`config.mk`:
```
export PLATFORM = sky130hd
export DESIGN_NAME = vending_machine_param
export DESIGN_NICKNAME = d
export VERILOG_FILES = /design/src/rtl/vending_machine_param.sv
export SDC_FILE = /design/constraint.sdc
export NUM_CORES = 1
export LEC_CHECK = 0
export ABC_AREA = 1
export BUFFER_PORTS_ARGS = -buffer_cell sky130_fd_sc_hd__buf_2
export CORE_MARGIN = 1.5
export CORE_UTILIZATION = 40
export CTS_CLUSTER_SIZE = 28
export DETAILED_ROUTE_END_ITERATION = 10
export HOLD_SLACK_MARGIN = 0.12
export PLACE_DENSITY = 0.62
export SLEW_MARGIN = 0
export SYNTH_ARGS = -nofsm -noshare
export SYNTH_HDL_FRONTEND = slang
export SYNTH_SLANG_ARGS = --single-unit
```
`constraint.sdc`:
```
create_clock -name sys_clk -period 2.3 [get_ports sys_clk]
set_input_delay 0.69 -clock sys_clk [delete_from_list [all_inputs] [get_ports sys_clk]]
set_output_delay 0.69 -clock sys_clk [all_outputs]
set_load 0.03 [all_outputs]
```
`src/rtl/vending_machine_param.sv`:
```
// -----------------------------------------------------------------------------
// vending_machine_param
//   Vending controller with a configurable price and credit width. It sits
//   between the debounced coin acceptor and the dispenser and change-hopper
//   drivers.
//
//   - Credit is kept in half-units: a half coin adds 1 and a one coin adds 2.
//   - The controller vends once credit reaches PRICE.
//   - Change and cancelled credit are paid back as serial half-unit pulses.
//   - Coins that arrive while a payout is in progress are rejected.
//
// Optional feature (define STOCK_COUNT_EN):
//   Adds a stock counter. It is loaded with STOCK_INIT at reset and on
//   pi_restock, and it drops by one on each vend. While stock is zero, every
//   coin is rejected. Without the macro, stock is unlimited, po_sold_out is
//   tied to 0, pi_restock is ignored and no stock register exists.
//
// Ports:
//   sys_clk        in   1      system clock, rising edge
//   sys_rst_n      in   1      asynchronous active-low reset
//   pi_money_half  in   1      half coin pulse (1 unit)
//   pi_money_one   in   1      one coin pulse (2 units)
//   pi_cancel      in   1      refund the current credit
//   pi_restock     in   1      reload stock (STOCK_COUNT_EN only)
//   po_beverage    out  1      dispense pulse
//   po_money       out  1      one pulse per half-unit returned
//   po_reject      out  1      the coin sampled on the last edge is returned
//   po_credit      out  CNT_W  accumulated credit
//   po_busy        out  1      high while change or a refund is being paid
//   po_sold_out    out  1      stock is empty
// -----------------------------------------------------------------------------
module vending_machine_param #(
  parameter int PRICE      = 3,
  parameter int CNT_W      = 4,
  parameter int STOCK_INIT = 8,
  parameter int STOCK_W    = 4
) (
  input  logic             sys_clk,
  input  logic             sys_rst_n,
  input  logic             pi_money_half,
  input  logic             pi_money_one,
  input  logic             pi_cancel,
  input  logic             pi_restock,
  output logic             po_beverage,
  output logic             po_money,
  output logic             po_reject,
  output logic [CNT_W-1:0] po_credit,
  output logic             po_busy,
  output logic             po_sold_out
);

  localparam logic [CNT_W:0] PRICE_X = (CNT_W+1)'(PRICE);

  typedef enum logic [1:0] {
    ST_ACCEPT,
    ST_CHANGE,
    ST_REFUND
  } state_t;

  state_t           state;
  logic [CNT_W-1:0] ret_cnt;

  logic             coin_any;
  logic             coin_bad;
  logic             sold_out_now;
  logic             cancel_go;
  logic             vend_go;
  logic [1:0]       coin;
  // One bit wider than the credit so that credit + coin can never wrap,
  // even before the vend comparison clears it.
  logic [CNT_W:0]   sum;
  logic [CNT_W:0]   change;

  assign coin_any = pi_money_half | pi_money_one;
  assign coin_bad = pi_money_half & pi_money_one;

  // Coin value in half-units. An invalid pair, or any coin while sold out,
  // counts as nothing.
  always_comb begin
    coin = 2'd0;
    if (!coin_bad && !sold_out_now) begin
      if (pi_money_half) begin
        coin = 2'd1;
      end else if (pi_money_one) begin
        coin = 2'd2;
      end
    end
  end

  assign sum    = {1'b0, po_credit} + {{(CNT_W-1){1'b0}}, coin};
  assign change = sum - PRICE_X;

  // A cancel takes priority over a vend, even when the coin arriving with it
  // would have reached the price.
  assign cancel_go = (state == ST_ACCEPT) && pi_cancel && (sum != '0);
  assign vend_go   = (state == ST_ACCEPT) && !pi_cancel && (sum >= PRICE_X);

`ifdef STOCK_COUNT_EN
  logic [STOCK_W-1:0] stock;
  logic [STOCK_W-1:0] stock_nxt;

  assign sold_out_now = (stock == '0);

  // A restock load wins over the decrement of a vend on the same edge.
  always_comb begin
    stock_nxt = stock;
    if (pi_restock) begin
      stock_nxt = STOCK_W'(STOCK_INIT);
    end else if (vend_go) begin
      stock_nxt = stock - STOCK_W'(1);
    end
  end

  always_ff @(posedge sys_clk or negedge sys_rst_n) begin
    if (!sys_rst_n) begin
      stock       <= STOCK_W'(STOCK_INIT);
      po_sold_out <= 1'b0;
    end else begin
      stock       <= stock_nxt;
      po_sold_out <= (stock_nxt == '0);
    end
  end
`else
  logic [STOCK_W-1:0] unused_stock_cfg;
  assign unused_stock_cfg = STOCK_W'(STOCK_INIT) ^ {{(STOCK_W-1){1'b0}}, pi_restock};
  assign sold_out_now     = 1'b0;
  assign po_sold_out      = 1'b0;
`endif

  always_ff @(posedge sys_clk or negedge sys_rst_n) begin
    if (!sys_rst_n) begin
      state       <= ST_ACCEPT;
      ret_cnt     <= '0;
      po_credit   <= '0;
      po_beverage <= 1'b0;
      po_money    <= 1'b0;
      po_reject   <= 1'b0;
      po_busy     <= 1'b0;
    end else begin
      po_beverage <= 1'b0;
      po_money    <= 1'b0;
      po_reject   <= 1'b0;
      case (state)
        ST_ACCEPT: begin
          po_reject <= coin_bad | (sold_out_now & coin_any);
          if (cancel_go) begin
            ret_cnt   <= sum[CNT_W-1:0];
            po_credit <= '0;
            po_busy   <= 1'b1;
            state     <= ST_REFUND;
          end else if (vend_go) begin
            po_beverage <= 1'b1;
            po_credit   <= '0;
            if (change != '0) begin
              ret_cnt <= change[CNT_W-1:0];
              po_busy <= 1'b1;
              state   <= ST_CHANGE;
            end
          end else begin
            // A cancel with nothing to refund lands here with sum == 0,
            // which equals the (zero) credit, so it is a no-op.
            po_credit <= sum[CNT_W-1:0];
          end
        end
        default: begin
          // CHANGE and REFUND pay out identically. The pulse issued while the
          // counter holds 1 is the last one.
          po_money  <= 1'b1;
          po_reject <= coin_any;
          ret_cnt   <= ret_cnt - CNT_W'(1);
          if (ret_cnt <= CNT_W'(1)) begin
            po_busy <= 1'b0;
            state   <= ST_ACCEPT;
          end
        end
      endcase
    end
  end

endmodule

```
---- Yosys cells after proc, flatten, opt, wreduce, memory -nomap -nowiden ----
Index checks and enable logic that the tools add are counted.
storage, ports and cells
  register bits after elaboration ......... 14
  input bits .............................. 6
  output and inout bits ................... 9
cells by class
  add/sub/neg operators ................... 3
  magnitude comparators ................... 2
  equal/unequal tests ..................... 2
  mux-type cells .......................... 24
  bitwise logic cells ..................... 2
  reduce and logical (&&, ||, !) cells .... 11
operator list
  operator                                                               count
  4-bit 2-to-1 mux                                                       6
  2-bit 2-to-1 mux                                                       8
  1-bit 2-to-1 mux                                                       10
  5-bit nonzero test                                                     2
  4-bit by 2-bit adder with 5-bit output                                 1
  5-bit by 2-bit >= comparator with 1-bit output, second input constant  1
  5-bit by 2-bit subtractor with 5-bit output, second input constant     1
  4-bit by 1-bit <= comparator with 1-bit output, second input constant  1
  1-bit logical AND                                                      4
  4-bit by 1-bit subtractor with 4-bit output, second input constant     1
  3-bit by 2-bit != test with 1-bit output, second input constant        1
  3-bit != test, second input constant                                   1
  3-bit AND reduction                                                    1
  2-bit logical NOT                                                      1
  2-bit AND reduction                                                    1
  2-bit nonzero test                                                     1
  1-bit AND                                                              1
  1-bit logical NOT                                                      1
  1-bit bitwise OR                                                       1

---- Depth between registers and ports, before layout ----
  word-level depth ........................ 10
  depth in mapped cells ................... 16
  mapped depth without buffers ............ 16

---- Worst setup path before layout ----
Ideal clock, no wire load.
  path type ............................... in2reg
  from .................................... in pi_money_half
  to ...................................... reg po_busy
  data arrival time ....................... 2.394 ns
  setup slack ............................. -0.212 ns
  stages .................................. 14
  path buffers ............................ 0
  path through ............................ inv_1 -> nor2_1 -> ha_1 -> fa_1 -> inv_1 -> ha_1 -> nand3_1 -> nand2_2 -> nand3_4 -> inv_4 -> nand2_8 -> nand3_2 -> nand2_1 -> nand2_1
on the way
  cells in the longest elaborated chain, start to end .. 7
RTL lines
  element                                                                     RTL line  source
  start: declaration                                                          40        input logic pi_money_half,
  2-bit 2-to-1 mux / 1-bit AND (equally long branches)                        82, 75
  2-bit 2-to-1 mux (*)                                                        81        if (!coin_bad && !sold_out_now) begin
  4-bit by 2-bit adder with 5-bit output (*)                                  90        assign sum = {1'b0, po_credit} + {{(CNT_W-1){1'b0}}, coin};
  5-bit by 2-bit subtractor with 5-bit output (tied with other cells)         91        assign change = sum - PRICE_X;
  5-bit nonzero test (tied with other cells)                                  154       if (change != '0) begin
  3-bit by 2-bit != test with 1-bit output (no line) (tied with other cells)  --
  3-bit AND reduction (no line) / 1-bit 2-to-1 mux (equally long branches)    --
  end signal: assignment                                                      149       po_busy <= 1'b1;
  end signal: assignment                                                      156       po_busy <= 1'b1;
  end signal: assignment                                                      172       po_busy <= 1'b0;
  end: declaration                                                            48        output logic po_busy,
Every way passes the cells marked *; elsewhere a longest branch is shown, timed or not.
A chain may end at the register's enable or synchronous reset.

---- Worst setup path in the final report ----
  from .................................... in pi_money_half
  to ...................................... reg state[0]
on the way
  cells in the longest elaborated chain, start to end .. 7
RTL lines
  element                                                                     RTL line  source
  2-bit 2-to-1 mux / 1-bit AND (equally long branches)                        82, 75
  2-bit 2-to-1 mux (*)                                                        81
  4-bit by 2-bit adder with 5-bit output (*)                                  90
  5-bit by 2-bit subtractor with 5-bit output (tied with other cells)         91
  5-bit nonzero test (tied with other cells)                                  154
  3-bit by 2-bit != test with 1-bit output (no line) (tied with other cells)  --
  3-bit AND reduction (no line) / 2-bit 2-to-1 mux (equally long branches)    --
  end signal: assignment                                                      150       state <= ST_REFUND;
  end signal: assignment                                                      157       state <= ST_CHANGE;
  end signal: assignment                                                      173       state <= ST_ACCEPT;
  end: declaration                                                            60        state_t state;
Marks and branches as above.

==> flow_metrics.env <==
export IMPL_status="finished with violations"
export IMPL_failed_checks="negative setup slack"
export IMPL_rows=18
export IMPL_insertedDiodeCount=0
export IMPL_wl_mm=2.38
export IMPL_required_ns=2.48
export IMPL_seq_area_um2=350
export IMPL_grt_pass1_wl_mm=4.26
export IMPL_initial_core_util_pct=43.4
export IMPL_grt_max_degree=15
export IMPL_power_density_mw_per_mm2=1230
export IMPL_gr_total_overflow=0
export IMPL_cts_htree_levels=1
export IMPL_grt_total_usage_pct=17.0
export IMPL_routed_via_density=4.90
export IMPL_clk_insertion_delay_late_ns=0.28
export IMPL_cp_top_family="adder cells"
export IMPL_fill_cells=207
export IMPL_die_area_mm2=0.00306
export IMPL_vdd_drop_max_v=0.000756
export IMPL_gp_congestion=0.820
export IMPL_dieWidth_um=55.3
export IMPL_antenna_left=0
export IMPL_cap_violations=0
export IMPL_place_port_buffers=12
export IMPL_drc=0
export IMPL_fin_total_pwr_mw=1.86
export IMPL_area_growth_pct=37.6
export IMPL_nets=191
export IMPL_crit_chain="buf_12 > inv_12 > nor2_4 > ha_4 > fa_2 > inv_2 > ha_4 > nand3_2 > nand2_2 > nand3_4 > nor2_4 > nand2_4 > nand3_4 > nand2_2 > nand2_1"
export IMPL_rsz0062_at_grt="true"
export IMPL_leakage_nw=0.796
export IMPL_clockBufferDepth=2
export IMPL_cts_root_buf="clkbuf_4"
export IMPL_min_period_ns=2.34
export IMPL_hold_violations=0
export IMPL_pin_count=15
export IMPL_fin_area_mm2=0.00151
export IMPL_synth_largest_area_cell="dfrtp_1"
export IMPL_slowest_stage="fa_2"
export IMPL_cts_buffers=3
export IMPL_crit_buf_inv=3
export IMPL_multi_input_area_um2=756
export IMPL_syn_area_per_cell_um2=7.66
export IMPL_placed_area_mm2=0.00131
export IMPL_setup_viol=7
export IMPL_die_h_um=55.3
export IMPL_cp_arrival_ns=2.52
export IMPL_dr_pass1_iters=4
export IMPL_max_freq_mhz=427
export IMPL_drv_slew=0
export IMPL_end_kind="flip-flop"
export IMPL_hpwl_mm=1.77
export IMPL_cts_tree="built"
export IMPL_setup_slack_ns=-0.0423
export IMPL_skew_ns=0.00610
export IMPL_drive_gt1_share_pct=46.6
export IMPL_cp_max_fo=8
export IMPL_vias=1010
export IMPL_syn_inst=143
export IMPL_ys_seq_elements=14
export IMPL_synth_area_mm2=0.00109
export IMPL_cts_sinks=14
export IMPL_synth_nets=157
export IMPL_cp_start_kind="input pin"
export IMPL_coreArea_mm2=0.00252
export IMPL_fin_crit_sh_pct=102
export IMPL_whs_ns=0.283
export IMPL_first_global_vias=1007
export IMPL_post_drt_wl_per_cell_um=11.5
export IMPL_synth_area_leaders="dfrtp_1 32%, nand2_1 12%, nand3_1 10%"
export IMPL_synth_top_area_share_pct=32.0
export IMPL_clk_pin_slew_ns=0.09
export IMPL_synth_cell_type_count=28
export IMPL_drtIter0Drc=30
export IMPL_ys_seq_area_share_pct=32.0
export IMPL_critPathKind="in -> reg"
export IMPL_synth_warnings=0
export IMPL_max_stage_delay_ns=0.60
export IMPL_hp_class="in -> async"
export IMPL_antenna_found_initial=0
export IMPL_ctsHoldBuffers=0
cells in the mapped netlist:
master,count
nand2_1,36
nand3_1,22
inv_1,15
dfrtp_1,14
nor2_1,10
ha_1,7
nand2_2,6
nand3_2,6
o21ai_0,3
a21oi_1,2
inv_4,2
nand2_4,2
nor2_4,2
o21ai_1,2
buf_2,1
buf_4,1
buf_6,1
clkinv_1,1
conb_1,1
fa_1,1
inv_2,1
nand2_8,1
nand3_4,1
nand4_1,1
nor2_2,1
o31ai_1,1
or2_2,1
xnor2_1,1
flip-flops by register name, indices dropped and copies added, names as in the netlist:
| signal | cells |
|---|---|
| ret_cnt | 4 |
| po_beverage | 1 |
| po_reject | 1 |
| po_busy | 1 |
| po_money | 1 |
| po_credit | 4 |
| state | 2 |
cells in the final DEF, fill, tap and decap left out, types with 4 or more instances in the layout:
cell type  count
nand2_1       31
nand3_2        7
ha_1           4
buf_2         10
nand2_4        4
nand3_1       20
buf_4         17
inv_2          6
nor2_4         4
inv_1          9
dfrtp_1       14
nor2_1         7
nand2_2       10
stage by stage:
| step | worst slack (ns) | std cells | utilization (%) | TNS (ns) |
|---|---|---|---|---|
| 2_1_floorplan | -0.168 | 143 | - | -1.16 |
| 3_3_place_gp | -0.466 | 195 | 51.8 | -4.09 |
| 3_5_place_dp | -0.472 | 195 | 51.8 | -4.30 |
| 4_1_cts | -0.164 | 206 | 57.4 | -1.14 |
| 5_1_grt | -0.134 | 206 | 59.7 | -0.977 |
| 6_report | -0.0423 | 206 | 59.7 | -0.206 |
report_power, final:
group	internal, mW	total, mW	switching, mW
clock	0.0962	0.181	0.0846
sequential	0.346	0.420	0.0736
combinational	0.539	1.26	0.721
total	0.981	1.86	0.879
cell families after synthesis:
kind of cell / share of synthesized area, %
other: 0.343
and+or+nand+nor: 44.0
xor gates and xnor gates: 0.800
adders and majority gates: 9.83
DFF: 32.0
buffers and inverters: 9.14
AOI/OAI and AO/OA: 3.89
path summary, 6_finish.rpt:
check,from,endpoint,slack [ns],depth (start not counted)
setup / recovery,pi_money_half,state[0],-0.04,15
hold / removal,sys_rst_n,po_credit[1],0.28,1
setup reg to reg,po_credit[0],state[0],0.08,12
hold reg to reg,po_busy,po_busy,0.48,2
max in group asynchronous,sys_rst_n,ret_cnt[2],1.78,1
min in group sys_clk,po_busy,po_busy,0.48,2
per-layer routing:
metal  part of all wire (%)  global-route usage [%]
met5                      0                       0
met2                     47                    27.6
met4                    1.5                    6.97
met1                     48                    22.9
met3                    2.9                    1.87
cell type report:
type                    count  share of cell area (%)
flip-flops and latches     14                    23.3
well taps                  30                    2.49
repair buffers             31                    15.4
clock buffers               4                    2.41
multi-input cells         108                    50.2
inverters                  19                    6.31
what timing repair did:
| action | CTS | global route |
|---|---|---|
| endpoints found under the setup margin | 9 | 10 |
| buffers inserted | 6 | 1 |
| pin swaps | 16 | 18 |
| cloned | 1 | 0 |
| resized for setup | 14 | 17 |
(Power assumes the default switching activity.)
